--- src/rtl/logic_op_pkg.sv ---
// Shared definitions for the logic-op arbiter: op encodings and response FSM states.
package logic_op_pkg;

    localparam logic [1:0] OP_XOR_OR = 2'd0;  // x = (a ^ b) | c
    localparam logic [1:0] OP_OR_XOR = 2'd1;  // x = (a | c) ^ b
    localparam logic [1:0] OP_XOR3   = 2'd2;  // x = a ^ b ^ c
    localparam logic [1:0] OP_PASS   = 2'd3;  // x = a

    typedef enum logic {
        EMPTY = 1'b0,
        FULL  = 1'b1
    } state_t;

endpackage

--- src/rtl/logic_op_unit.sv ---
// Combinational 3-input bitwise logic unit; op selects the evaluation order.
module logic_op_unit
    import logic_op_pkg::*;
#(
    parameter int W = 8
) (
    input  logic [W-1:0] a,
    input  logic [W-1:0] b,
    input  logic [W-1:0] c,
    input  logic [1:0]   op,
    output logic [W-1:0] x
);

    // Evaluate the selected expression bitwise across all W lanes.
    always_comb begin
        x = a;
        case (op)
            OP_XOR_OR: x = (a ^ b) | c;
            OP_OR_XOR: x = (a | c) ^ b;
            OP_XOR3:   x = a ^ b ^ c;
            OP_PASS:   x = a;
            default:   x = a;
        endcase
    end

endmodule

--- src/rtl/logic_op_arbiter.sv ---
// Round-robin arbiter feeding one shared logic unit; the result is held in a
// single output register and returned on a valid/ready response port.
module logic_op_arbiter
    import logic_op_pkg::*;
#(
    parameter int W = 8
) (
    input  logic         clk,
    input  logic         reset,

    input  logic         req0_valid,
    output logic         req0_ready,
    input  logic [W-1:0] req0_a,
    input  logic [W-1:0] req0_b,
    input  logic [W-1:0] req0_c,
    input  logic [1:0]   req0_op,

    input  logic         req1_valid,
    output logic         req1_ready,
    input  logic [W-1:0] req1_a,
    input  logic [W-1:0] req1_b,
    input  logic [W-1:0] req1_c,
    input  logic [1:0]   req1_op,

    output logic         rsp_valid,
    input  logic         rsp_ready,
    output logic         rsp_id,
    output logic [W-1:0] rsp_x
);

    state_t       state, state_next;
    logic         last_p1;      // requester granted on the most recent transfer
    logic         grant_p0;
    logic         can_accept;
    logic         xfer_p0;
    logic         consume;

    logic [W-1:0] a_p0, b_p0, c_p0, x_p0;
    logic [1:0]   op_p0;

    logic [W-1:0] x_p1;
    logic         id_p1;

    // Pick the requester: a lone valid one wins, otherwise the one not served last.
    always_comb begin
        grant_p0 = ~last_p1;
        if (req0_valid && !req1_valid) begin
            grant_p0 = 1'b0;
        end else if (!req0_valid && req1_valid) begin
            grant_p0 = 1'b1;
        end
    end

    // Handshake decode; readies depend only on registered state, rsp_ready and the valids.
    always_comb begin
        can_accept = !reset && ((state == EMPTY) || rsp_ready);
        req0_ready = can_accept && !grant_p0;
        req1_ready = can_accept && grant_p0;
        xfer_p0    = (req0_valid && req0_ready) || (req1_valid && req1_ready);
        consume    = (state == FULL) && rsp_ready;
    end

    // Operand mux in front of the single shared logic unit.
    always_comb begin
        a_p0  = grant_p0 ? req1_a  : req0_a;
        b_p0  = grant_p0 ? req1_b  : req0_b;
        c_p0  = grant_p0 ? req1_c  : req0_c;
        op_p0 = grant_p0 ? req1_op : req0_op;
    end

    logic_op_unit #(.W(W)) u_unit (
        .a  (a_p0),
        .b  (b_p0),
        .c  (c_p0),
        .op (op_p0),
        .x  (x_p0)
    );

    // Next state: a transfer always fills the register, a lone consume empties it.
    always_comb begin
        state_next = state;
        if (xfer_p0) begin
            state_next = FULL;
        end else if (consume) begin
            state_next = EMPTY;
        end
    end

    // State register.
    always_ff @(posedge clk or posedge reset) begin
        if (reset) begin
            state <= EMPTY;
        end else begin
            state <= state_next;
        end
    end

    // ---- stage p0 -> p1: result register and round-robin pointer ----
    // Load result, tag and pointer on each transfer; pointer starts at 1 so requester 0 wins first.
    always_ff @(posedge clk or posedge reset) begin
        if (reset) begin
            x_p1    <= '0;
            id_p1   <= 1'b0;
            last_p1 <= 1'b1;
        end else if (xfer_p0) begin
            x_p1    <= x_p0;
            id_p1   <= grant_p0;
            last_p1 <= grant_p0;
        end
    end

    assign rsp_valid = (state == FULL);
    assign rsp_x     = x_p1;
    assign rsp_id    = id_p1;

endmodule

--- config.mk ---
export PLATFORM = sky130hd
export DESIGN_NAME = logic_op_arbiter
export DESIGN_NICKNAME = d
export VERILOG_FILES = /design/src/rtl/logic_op_pkg.sv /design/src/rtl/logic_op_unit.sv /design/src/rtl/logic_op_arbiter.sv
export SDC_FILE = /design/constraint.sdc
export NUM_CORES = 1
export LEC_CHECK = 0
export ABC_AREA = 1
export BUFFER_PORTS_ARGS = -buffer_cell sky130_fd_sc_hd__buf_2
export CAP_MARGIN = 15
export CELL_PAD_IN_SITES_DETAIL_PLACEMENT = 2
export CELL_PAD_IN_SITES_GLOBAL_PLACEMENT = 2
export CORE_MARGIN = 2
export CORE_UTILIZATION = 25
export CTS_BUF_LIST = sky130_fd_sc_hd__clkbuf_8 sky130_fd_sc_hd__clkbuf_16
export CTS_CLUSTER_DIAMETER = 100
export DETAILED_ROUTE_END_ITERATION = 16
export PLACE_DENSITY = 0.94
export SYNTH_ARGS = -nofsm -noshare
export SYNTH_HDL_FRONTEND = slang
export SYNTH_HIERARCHICAL = 1
export SYNTH_SLANG_ARGS = --single-unit
--- constraint.sdc ---
create_clock -name clk -period 4 [get_ports clk]
set_clock_uncertainty 0.2 [all_clocks]
set_input_delay 0.4 -clock clk [delete_from_list [all_inputs] [get_ports clk]]
set_output_delay 0.4 -clock clk [all_outputs]
set_load 0.01 [all_outputs]
==> Flow_metrics.wiki <==
{| class="wikitable"
! Metric !! Value
|-
| Share of total power consumed by net switching || 47.7%
|-
| Worst Setup EP || rsp_x[5]
|-
| Uppermost signal routing layer after detailed routing || met4
|-
| Worst r2r path cells || 10
|-
| Number of antenna violations at the first check in global routing || 0
|-
| Worst-Skew Late Latency || 240 ps
|-
| Max cap viols || 0
|-
| Area fraction in compound gates after synthesis || 2.92%
|-
| P per Cell Area || 382 nW/µm²
|-
| CP arrival || 2940 ps
|-
| GRT Overall Usage || 17.7%
|-
| Post-synthesis adder-cell area fraction || 6.48%
|-
| Antenna Cells || 0
|-
| Seq pwr share || 23.3%
|-
| Final critical delay including setup and external delays || 2960 ps
|-
| Achievable clock frequency || 337 MHz
|-
| Post-layout total power || 0.000726 W
|-
| Number of sinks on the clock net || 11
|-
| Origin of the worst setup path || last_p1
|-
| Leading area contributor after synthesis || sky130_fd_sc_hd__nand2_1
|-
| Fillcell total || 815
|-
| Post-Layout Cell Count || 396
|-
| Leakage power || 1.12 nW
|-
| Number of flip-flops and latches in the synthesized netlist || 11
|-
| First-pass DRT Iterations || 4
|-
| Post-route antenna net violation count || 0
|-
| Number of setup buffers added after CTS || 0
|-
| Met2 wire len || 3.04 mm
|-
| Detail-routed net length per standard cell || 14.1 µm
|-
| Internal Dissipation || 0.000380 W
|-
| Number of pins with negative max-slew slack in the final report || 0
|-
| Post-cts hold buffer count || 0
|-
| Synthesized net count || 326
|-
| Std-Cell Rows || 28
|-
| Post-detailed-route DRC marker count || 0
|-
| Post-route core utilization || 31.9%
|-
| Fraction of final layout cells with drive strength greater than 1 || 24.6%
|-
| Via count of the first global-routing pass || 2030
|-
| Full die area || 6820 µm²
|-
| Routed via count || 1897
|-
| IO Count || 69
|-
| Area of the core || 5960 µm²
|-
| Proportion of synthesized chip area in sequential cells || 17.9%
|-
| Effective utilization at floorplan || 25.9%
|-
| Part of the total power dissipated in combinational logic || 61.2%
|-
| CTS tree || done
|-
| Wire length of the first global-routing pass || 9.51 mm
|-
| Outcome || finished clean
|-
| Top cells by area in the synthesized netlist || sky130_fd_sc_hd__nand2_1, sky130_fd_sc_hd__nand3_1, sky130_fd_sc_hd__dfrtp_1
|-
| Number of buffer cells added on primary ports || 68
|-
| Clock Tree Buf Depth || 2
|-
| Cell total after placement || 392
|-
| Starting DRC count in detailed routing || 72
|-
| Clock-pin transition on the worst setup and hold timing paths || 50 ps
|-
| Total overflow reported by the global router || 0
|-
| Storage cell area || 277 µm²
|-
| Die width || 82.6 µm
|-
| Htree depth || 1
|-
| Slew @ Worst Pin || 715 ps
|-
| Kind of start point of the critical path || flip-flop
|-
| Wire length on met1 || 2.36 mm
|-
| Path class of the lowest-slack min-delay path || input pin to asynchronous set/reset pin
|-
| Clock buffer count from CTS || 3
|-
| Syn-to-layout area delta || 23.2%
|-
| Crit path required time || 3970 ps
|-
| Number of distinct standard cells referenced by the synthesized netlist || 22
|-
| Half-perimeter wire length after detailed placement || 4.57 mm
|-
| Share of the clock period used by the worst path after layout || 74.1%
|-
| Post-Route Setup TNS || 0 ps
|-
| Root buffer cell || sky130_fd_sc_hd__clkbuf_8
|-
| Area of the multi-input gates || 1030 µm²
|-
| Average via count per standard cell || 4.79
|-
| Final weighted congestion of routability-driven global placement || 0.867
|-
| Net count, final || 387
|-
| Maximum fanout count along the critical path || 28
|-
| Average instance area after synthesis || 5.92 µm²
|-
| Worst relative slew slack || 52.3%
|-
| Worst flop-to-flop path endpoint || rsp_x[5]
|-
| Die Height || 82.6 µm
|-
| Category of the critical setup timing path || flip-flop to flip-flop
|-
| Pin count of the biggest net entering global routing || 29
|-
| Resized cells post-CTS || 0
|-
| Area share of the largest cell type after synthesis || 24.6%
|-
| Met3 wire length || 161 µm
|-
| CP endpoint kind || flip-flop
|-
| Simple logic cell fraction of the synthesized area || 52.8%
|-
| Main combinational cell family by area after synthesis || simple AND/OR/NAND/NOR gates
|-
| Detailed-route wire length || 5.58 mm
|-
| Number of failing setup endpoints in the final timing report || 0
|-
| Setup slack of the most critical reg-to-reg path || 1040 ps
|-
| Switching pwr || 0.000346 W
|-
| Area of the mapped netlist || 1540 µm²
|-
| Final hold violation count || 0
|-
| Yosys warning count || 6
|-
| Worst reg2reg path startpoint || last_p1
|-
| Largest vdd supply drop || 138 µV
|-
| Multiplexer fraction of the synthesized cell area || 0%
|-
| Share of the synthesized netlist area taken by xor and xnor gates || 4.54%
|-
| Cells after synthesis || 261
|-
| Setup repair after global routing missed its margin || false
|-
| Clock network fraction of total power || 15.5%
|}
## metrics by stage
stage / worst slack [ps] / area, µm² / hold slack [ps]
finish: 1040 / 1900 / 73.0
detailed placement: 1050 / 1860 / 264
global route: 737 / 1900 / 114
global placement: 1190 / 1860 / 253
CTS: 1010 / 1900 / 90.1
floorplan: 1810 / 1540 / 149
## worst min-delay path by stage
stage	start	endpoint	slack, ps	cells past startpoint
after floorplan	reset	rsp_id	150	2
after CTS	reset	rsp_x[0]	90	2
final	reset	rsp_valid	70	2
after detailed placement	rsp_x[1]	rsp_x[1]	260	2
after global routing	reset	rsp_valid	110	2
after global placement	rsp_x[1]	rsp_x[1]	250	2
## logic make-up after synthesis
family          count (synthesis)
simple gates                  184
buf+inv                        41
flops                          11
compound gates                  9
xor+xnor                        8
fa+ha+maj                       8
## critical path: stages (launching register included)
cell and delay (ps):
sky130_fd_sc_hd__dfstp_2 540, sky130_fd_sc_hd__nand2_1 60, sky130_fd_sc_hd__nand2_2 460, sky130_fd_sc_hd__nand2_8 220
sky130_fd_sc_hd__nand2_1 110, sky130_fd_sc_hd__nand2_1 400, sky130_fd_sc_hd__nor2_2 450, sky130_fd_sc_hd__nand2_1 100
sky130_fd_sc_hd__nand3_1 110, sky130_fd_sc_hd__nand4_1 110, sky130_fd_sc_hd__nand2_1 110
## power groups by stage
stage               Combinational (W)  Clock (W)  Sequential [W]
floorplan                    0.000314          0        0.000182
global placement             0.000425          0        0.000169
detailed placement           0.000452          0        0.000171
CTS                          0.000455   0.000115        0.000170
global route                 0.000517   0.000122        0.000173
finish                       0.000445   0.000112        0.000169
## registers in the layout, indices dropped and copies added, names as in the netlist
signal / cells
rsp_id: 1
last_p1: 1
rsp_x: 8
rsp_valid: 1
## cell usage after synthesis, drive strengths merged
cell type,number
a21oi,1
buf,13
dfrtp,10
dfstp,1
ha,8
inv,28
nand2,103
nand3,59
nand4,8
nor2,13
o21ai,8
or2,1
xnor2,8
## area by class of cell
cell class,count,area share (%)
multi-input cells,209,54.2
repair buffers,69,18.3
flip-flops and latches,11,14.5
inverters,28,5.66
well taps,75,4.93
clock buffers,3,2.17
clock inverters,1,0.197
## per-layer routing
metal / vias up / global-route usage [%]
li1: 959 / -
met1: 898 / 20.8
met2: 36 / 35.6
met3: 4 / 1.52
met4: 0 / 1.48
met5: - / 0
## layout by cell type, fill, tap and decap left out
cell	instances
sky130_fd_sc_hd__nand2_1	101
sky130_fd_sc_hd__buf_2	68
sky130_fd_sc_hd__nand3_1	59
sky130_fd_sc_hd__inv_1	27
sky130_fd_sc_hd__nor2_1	11
sky130_fd_sc_hd__dfrtp_1	10
sky130_fd_sc_hd__nand4_1	8
sky130_fd_sc_hd__xnor2_1	8
sky130_fd_sc_hd__o21ai_0	8
sky130_fd_sc_hd__ha_1	8
sky130_fd_sc_hd__clkbuf_8	3
sky130_fd_sc_hd__or2_1	1
sky130_fd_sc_hd__nand2_2	1
sky130_fd_sc_hd__nand2_8	1
sky130_fd_sc_hd__inv_2	1
sky130_fd_sc_hd__a21oi_1	1
sky130_fd_sc_hd__dfstp_2	1
sky130_fd_sc_hd__buf_4	1
sky130_fd_sc_hd__inv_4	1
sky130_fd_sc_hd__nor2_4	1
sky130_fd_sc_hd__nor2_2	1
No activity file was read; power rests on OpenSTA's default activity.
